<file path="src/rtl/seg_scan_if.sv">
// Scanned seven-segment bus plus the decoded readback from seg_scan_decoder.
// master drives seg/an (display side); slave is the decoder.
interface seg_scan_if #(
  parameter int unsigned NDIG = 8
);
  logic [7:0]        seg;
  logic [NDIG-1:0]   an;
  logic [4*NDIG-1:0] value;
  logic [NDIG-1:0]   dp_out;
  logic [NDIG-1:0]   digit_valid;
  logic              frame_done;
  logic              err;
  logic [2:0]        err_digit;

  modport master (
    output seg, an,
    input  value, dp_out, digit_valid, frame_done, err, err_digit
  );

  modport slave (
    input  seg, an,
    output value, dp_out, digit_valid, frame_done, err, err_digit
  );
endinterface

</file>
<file path="src/rtl/seg_scan_decoder.sv">
// Decodes a scanned active-low seven-segment bus back into hex nibbles once
// each digit's dwell has been stable for STABLE_CYC samples.
module seg_scan_decoder #(
  parameter int unsigned NDIG       = 8,
  parameter int unsigned STABLE_CYC = 4
) (
  input  logic        clk,
  input  logic        rst,
  seg_scan_if.slave   bus
);

  localparam int unsigned CNT_W = 8;
  localparam int unsigned IDX_W = 3;
  localparam logic [CNT_W-1:0] STABLE_N = CNT_W'(STABLE_CYC);

  typedef enum logic [1:0] {IDLE, COUNT, HELD} state_t;

  state_t            state;
  logic [CNT_W-1:0]  cnt;
  logic [7:0]        s_seg, p_seg;
  logic [NDIG-1:0]   s_an, p_an;
  logic [NDIG-1:0]   cap_mask;
  logic              ghost_armed;

  logic [4*NDIG-1:0] value_q;
  logic [NDIG-1:0]   dp_q;
  logic [NDIG-1:0]   valid_q;
  logic              frame_done_q;
  logic              err_q;
  logic [IDX_W-1:0]  err_digit_q;

  logic [3:0]        low_cnt;
  logic [IDX_W-1:0]  dig_idx;
  logic              one_low, ghost, changed;
  logic [CNT_W-1:0]  cnt_inc;
  logic [4:0]        glyph;
  logic              blank;
  logic [NDIG-1:0]   mask_set;

  // Lit pattern a..g MSB-first -> {legal, hex code}
  function automatic logic [4:0] decode_glyph(input logic [6:0] lit);
    case (lit)
      7'b1111110: decode_glyph = {1'b1, 4'h0};
      7'b0110000: decode_glyph = {1'b1, 4'h1};
      7'b1101101: decode_glyph = {1'b1, 4'h2};
      7'b1111001: decode_glyph = {1'b1, 4'h3};
      7'b0110011: decode_glyph = {1'b1, 4'h4};
      7'b1011011: decode_glyph = {1'b1, 4'h5};
      7'b1011111: decode_glyph = {1'b1, 4'h6};
      7'b1110000: decode_glyph = {1'b1, 4'h7};
      7'b1111111: decode_glyph = {1'b1, 4'h8};
      7'b1110011: decode_glyph = {1'b1, 4'h9};
      7'b1110111: decode_glyph = {1'b1, 4'hA};
      7'b0011111: decode_glyph = {1'b1, 4'hB};
      7'b0001101: decode_glyph = {1'b1, 4'hC};
      7'b0111101: decode_glyph = {1'b1, 4'hD};
      7'b1101111: decode_glyph = {1'b1, 4'hE};
      7'b1000111: decode_glyph = {1'b1, 4'hF};
      default:    decode_glyph = 5'b0;
    endcase
  endfunction

  // Anode classification: count of low enables and index of the low one
  always_comb begin
    low_cnt = '0;
    dig_idx = '0;
    for (int unsigned i = 0; i < NDIG; i++) begin
      if (!s_an[i]) begin
        low_cnt = low_cnt + 4'd1;
        dig_idx = IDX_W'(i);
      end
    end
  end

  assign one_low  = (low_cnt == 4'd1);
  assign ghost    = (low_cnt >= 4'd2);
  assign changed  = (s_seg != p_seg) || (s_an != p_an);
  assign cnt_inc  = CNT_W'(cnt + CNT_W'(1));
  assign glyph    = decode_glyph(~s_seg[7:1]);
  assign blank    = (s_seg[7:1] == 7'h7F);
  assign mask_set = cap_mask | (NDIG'(1) << dig_idx);

  always_ff @(posedge clk or posedge rst) begin
    if (rst) begin
      state        <= IDLE;
      cnt          <= '0;
      s_seg        <= '1;
      p_seg        <= '1;
      s_an         <= '1;
      p_an         <= '1;
      cap_mask     <= '0;
      ghost_armed  <= 1'b0;
      value_q      <= '0;
      dp_q         <= '0;
      valid_q      <= '0;
      frame_done_q <= 1'b0;
      err_q        <= 1'b0;
      err_digit_q  <= '0;
    end else begin
      s_seg        <= bus.seg;
      s_an         <= bus.an;
      p_seg        <= s_seg;
      p_an         <= s_an;
      frame_done_q <= 1'b0;
      err_q        <= 1'b0;
      // A ghost dwell is armed once two consecutive samples agree
      ghost_armed  <= ghost && !changed;

      if (changed && ghost_armed) begin
        err_q       <= 1'b1;
        err_digit_q <= '0;
        state       <= IDLE;
        cnt         <= '0;
      end else begin
        case (state)
          IDLE: begin
            if (one_low) begin
              state <= COUNT;
              cnt   <= CNT_W'(1);
            end else begin
              cnt <= '0;
            end
          end
          COUNT: begin
            if (!one_low) begin
              state <= IDLE;
              cnt   <= '0;
            end else if (changed) begin
              cnt <= CNT_W'(1);
            end else if (cnt_inc == STABLE_N) begin
              cnt                       <= cnt_inc;
              state                     <= HELD;
              dp_q[dig_idx]             <= ~s_seg[0];
              valid_q[dig_idx]          <= glyph[4];
              if (glyph[4]) value_q[{dig_idx, 2'b00} +: 4] <= glyph[3:0];
              if (!glyph[4] && !blank) begin
                err_q       <= 1'b1;
                err_digit_q <= dig_idx;
              end
              if (&mask_set) begin
                frame_done_q <= 1'b1;
                cap_mask     <= '0;
              end else begin
                cap_mask <= mask_set;
              end
            end else begin
              cnt <= cnt_inc;
            end
          end
          HELD: begin
            if (changed) begin
              state <= one_low ? COUNT : IDLE;
              cnt   <= one_low ? CNT_W'(1) : '0;
            end
          end
          default: begin
            state <= IDLE;
            cnt   <= '0;
          end
        endcase
      end
    end
  end

  assign bus.value       = value_q;
  assign bus.dp_out      = dp_q;
  assign bus.digit_valid = valid_q;
  assign bus.frame_done  = frame_done_q;
  assign bus.err         = err_q;
  assign bus.err_digit   = err_digit_q;

endmodule

</file>
<file path="src/flat_wrapper.sv">
// flat-port wrapper written by rule: the top's interface ports become plain ports
module seg_scan_decoder_flat 
#(
  parameter int unsigned NDIG       = 8,
  parameter int unsigned STABLE_CYC = 4
)
  (clk, rst, bus_seg, bus_an, bus_value, bus_dp_out, bus_digit_valid, bus_frame_done, bus_err, bus_err_digit);
  seg_scan_if #(.NDIG(NDIG)) bus_i ();
  input  logic clk;
  input  logic rst;
  input wire logic [$bits(bus_i.seg)-1:0] bus_seg;
  input wire logic [$bits(bus_i.an)-1:0] bus_an;
  output wire logic [$bits(bus_i.value)-1:0] bus_value;
  output wire logic [$bits(bus_i.dp_out)-1:0] bus_dp_out;
  output wire logic [$bits(bus_i.digit_valid)-1:0] bus_digit_valid;
  output wire logic [$bits(bus_i.frame_done)-1:0] bus_frame_done;
  output wire logic [$bits(bus_i.err)-1:0] bus_err;
  output wire logic [$bits(bus_i.err_digit)-1:0] bus_err_digit;
  assign bus_i.seg = bus_seg;
  assign bus_i.an = bus_an;
  assign bus_value = bus_i.value;
  assign bus_dp_out = bus_i.dp_out;
  assign bus_digit_valid = bus_i.digit_valid;
  assign bus_frame_done = bus_i.frame_done;
  assign bus_err = bus_i.err;
  assign bus_err_digit = bus_i.err_digit;
  seg_scan_decoder #(.NDIG(NDIG), .STABLE_CYC(STABLE_CYC)) u_core (.clk(clk), .rst(rst), .bus(bus_i));
endmodule
</file>
<file path="config.mk">
export PLATFORM = sky130hd
export DESIGN_NAME = seg_scan_decoder_flat
export DESIGN_NICKNAME = d
export VERILOG_FILES = /design/src/rtl/seg_scan_if.sv /design/src/rtl/seg_scan_decoder.sv /design/src/flat_wrapper.sv
export SDC_FILE = /design/constraint.sdc
export NUM_CORES = 1
export LEC_CHECK = 0
export ABC_AREA = 1
export ABC_CLOCK_PERIOD_IN_PS = 6200
export CAP_MARGIN = 20
export CORE_MARGIN = 10
export CORE_UTILIZATION = 56
export DETAILED_ROUTE_END_ITERATION = 6
export HOLD_SLACK_MARGIN = 0.03
export MAX_ROUTING_LAYER = met4
export PLACE_DENSITY = 0.9
export SETUP_SLACK_MARGIN = 0.05
export SYNTH_ARGS = -nofsm -noshare
export SYNTH_HDL_FRONTEND = slang
export SYNTH_SLANG_ARGS = --single-unit
</file>
<file path="constraint.sdc">
create_clock -name clk -period 6.2 [get_ports clk]
set_input_delay 0.93 -clock clk [delete_from_list [all_inputs] [get_ports clk]]
set_output_delay 0.93 -clock clk [all_outputs]
set_load 0.005 [all_outputs]
</file>
==> flow_metrics.tcl, run 1 <==
set metrics [dict create \
    crit_slowest_cell "nor2_2" \
    ioPinCount 71 \
    p_per_area_nw_per_um2 196.7 \
    num_vias 4967 \
    htree_levels 3 \
    internal_power_mw 0.9220 \
    crit_path_start_kind "flip-flop" \
    post_cts.repair.setup_buffers 0 \
    synth_seq_cells 104 \
    status "finished clean" \
    grt_max_degree 89 \
    hold_path.class "flip-flop to flip-flop" \
    antenna_left 0 \
    power_switching_share 0.2951 \
    worst_pin_slew_ns 0.8083 \
    layout_common_cells "206 x nand2_1, 90 x nand3_1, 74 x inv_1, 72 x dfrtp_1, 70 x clkdlybuf4s50_1" \
    wl_um 13260 \
    p_leak_nw 3.250 \
    crit_top_cell "nand2_1" \
    synth_warnings 0 \
    drc 0 \
    worstPathArrival_ns 5.72 \
    clock_skew_ns 0.01194 \
    antennaDiodeCount 0 \
    drtPass1Iterations 5 \
    critical-path-max-stage-delay_ns 0.65 \
    num_rows 36 \
    critPathRequiredTime_ns 6.45 \
    setup-violations-final 0 \
    final_common_cell "nand2_1" \
    gp_congestion 0.8853 \
    path_clk_slew_ns 0.10 \
    dp.cells 909 \
    cts_sinks 104 \
    grt_pass1_wl_um 22400 \
    yosysSeqAreaShare 0.4672 \
    power_frac_seq 0.551 \
    clkPwrFrac 0.296 \
    critPathCaptureType "flip-flop" \
    grt.total_usage 0.1881 \
    die_h_um 120.5 \
    postSynthAreaPerCell_um2 7.867 \
    die_area_um2 14520 \
    cts_made_buffers 9 \
    synth.cell_area_um2 5657 \
    antenna_found_initial 0 \
    drt-initial-drc-count 376 \
    cts_tree "built" \
    initial_core_util 0.5761 \
    portBuffers 70 \
    irDropWorstVdd_v 0.0001244 \
    grt_pass1_vias 4942 \
    synth-edff-count 0 \
    maxCapViolCount 0 \
    die_w_um 120.5 \
    finalNonFillerCells 927 \
    post-route-period-util 0.8827 \
    fmaxAchievable_mhz 182.7 \
    yosysUniqueCellTypes 41 \
    setup_tns_ns 0 \
    path_max_fanout 20 \
    syn_inst 719 \
    slew_violations 0 \
    syn_to_final_growth_pct 17.56 \
    grt_overflow_total 0 \
    power.switching_mw 0.3861 \
    synthArstFlopShare 1.000 \
    syn_nets 752 \
    finalHoldViolCount 0 \
    core-area_um2 9819 \
    critical_path_class "flip-flop to flip-flop" \
    cts_hold_buf 0 \
    avgRoutedWirePerCell_um 14.30 \
    synth-main-ff-cell "dfrtp_1" \
    fin_crit_ns 5.473 \
    place_hpwl_um 9893 \
    slew_headroom 0.4606 \
    drive_above_1_share 0.1108 \
    combPwrFrac 0.153 \
    rsz0062_at_grt "false" \
    fin_nets 822 \
    viasPerCell 5.358 \
    clk_latency_ns 0.37 \
    ctsLongestPathBuffers 2 \
    cts.repair.resized 0 \
    cts-root-buf "clkbuf_8" \
]
## power groups by stage
| stage | Sequential [mW] | Clock [mW] | Combinational [mW] |
|---|---|---|---|
| final | 0.721 | 0.387 | 0.201 |
| after global routing | 0.724 | 0.422 | 0.228 |
| after CTS | 0.721 | 0.394 | 0.198 |
| after detailed placement | 0.733 | 0 | 0.197 |
| after global placement | 0.732 | 0 | 0.188 |
| after floorplan | 0.725 | 0 | 0.159 |
## worst max-delay path: cells and delay by family, from the launching register on
| family | cells | cell delay [ns] |
|---|---|---|
| AO/OA/AOI/OAI | 2 | 0.23 |
| adder cells (fa/ha/maj) | 6 | 1.71 |
| buffers and inverters | 4 | 0.23 |
| flip-flops | 1 | 0.57 |
| AND/OR/NAND/NOR | 16 | 2.60 |
## per-stage QoR
stage	worst slack (ns)	util	power [mW]	hold slack, ns	area [um^2]
4_1_cts	0.7739	0.6739	1.313	0.3969	6618
3_3_place_gp	1.049	0.6563	0.9203	0.3788	6445
5_1_grt	0.2604	0.6772	1.374	0.4011	6650
3_5_place_dp	0.7881	0.6563	0.9305	0.3826	6445
6_report	0.7270	0.6772	1.308	0.3947	6650
2_1_floorplan	1.633	-	0.8833	0.3519	5657
## final timing paths
check,start,cells past startpoint,to,slack (ns)
max in group asynchronous,rst,4,u_core.cnt[0],4.38
worst max register to register,u_core.s_an[1],28,u_core.bus.digit_valid[7],0.73
worst min register to register,u_core.s_an[1],0,u_core.p_an[1],0.39
worst min-delay path,u_core.s_an[1],0,u_core.p_an[1],0.39
worst max-delay path,u_core.s_an[1],28,u_core.bus.digit_valid[7],0.73
min in group asynchronous,rst,2,u_core.s_an[3],1.04
## synth_stat cells (2+ instances only)
cell | instances | share of area
a21oi_1 | 10 | 0.0088
buf_2 | 7 | 0.0062
buf_6 | 4 | 0.0080
clkbuf_1 | 3 | 0.0020
dfrtp_1 | 72 | 0.32
dfstp_2 | 32 | 0.15
ha_1 | 15 | 0.033
inv_1 | 75 | 0.050
inv_2 | 4 | 0.0027
nand2_1 | 206 | 0.14
nand2_2 | 10 | 0.011
nand3_1 | 90 | 0.080
nand3_2 | 2 | 0.0035
nand4_1 | 21 | 0.023
nor2_1 | 61 | 0.040
nor2_2 | 4 | 0.0044
nor2_4 | 3 | 0.0060
nor3_1 | 21 | 0.019
nor4_1 | 2 | 0.0022
o21ai_0 | 22 | 0.019
o21ai_1 | 15 | 0.013
or2_2 | 4 | 0.0044
xnor2_1 | 18 | 0.028
## metal layers
layer | share of wire | vias up | GRT usage | wire length, um
met5 | 0 | - | - | 0
met3 | 0.053 | 18 | 0.03630 | 703
met1 | 0.46 | 2326 | 0.2328 | 6049
met4 | 0.019 | 0 | 0.07541 | 257
li1 | - | 2460 | - | -
met2 | 0.47 | 163 | 0.2979 | 6244
## logic make-up after synthesis
group / count (synthesis) / synth area share
simple gates: 433 / 0.3473
buf+inv: 96 / 0.07122
flops: 104 / 0.4672
compound gates: 52 / 0.04844
fa+ha+maj: 15 / 0.03318
xor+xnor: 19 / 0.03274
## layout make-up
cell class / count / area, um^2
timing repair buffer: 74 / 748.2
clock buffer: 11 / 131.4
sequential: 104 / 2643
multi-input combinational: 519 / 2611
fill: 801 / 3169
tap: 133 / 166.4
clock inverter: 5 / 41.29
inverter: 81 / 309.0
## sequential cells by signal, indices dropped and copies added, names as in the netlist
name	flops
u_core.bus.value	32
u_core.bus.digit_valid	8
u_core.bus.dp_out	8
u_core.cap_mask	8
u_core.cnt	8
u_core.p_an	8
u_core.p_seg	8
u_core.s_an	8
u_core.s_seg	8
u_core.bus.err_digit	3
u_core.state	2
u_core.bus.err	1
u_core.bus.frame_done	1
u_core.ghost_armed	1
Note: power is estimated with default switching activity, not from simulation.
==> run 2: changes to the inputs <==
TNS_END_PERCENT = 10   (was not set)
==> results of run 2 <==
Final layout, timing and power as in run 1 (identical DEF).
==> run 3: changes to the inputs <==
SLEW_MARGIN = 10   (was not set)
==> results of run 3 <==
Final layout, timing and power as in run 1 (identical DEF).
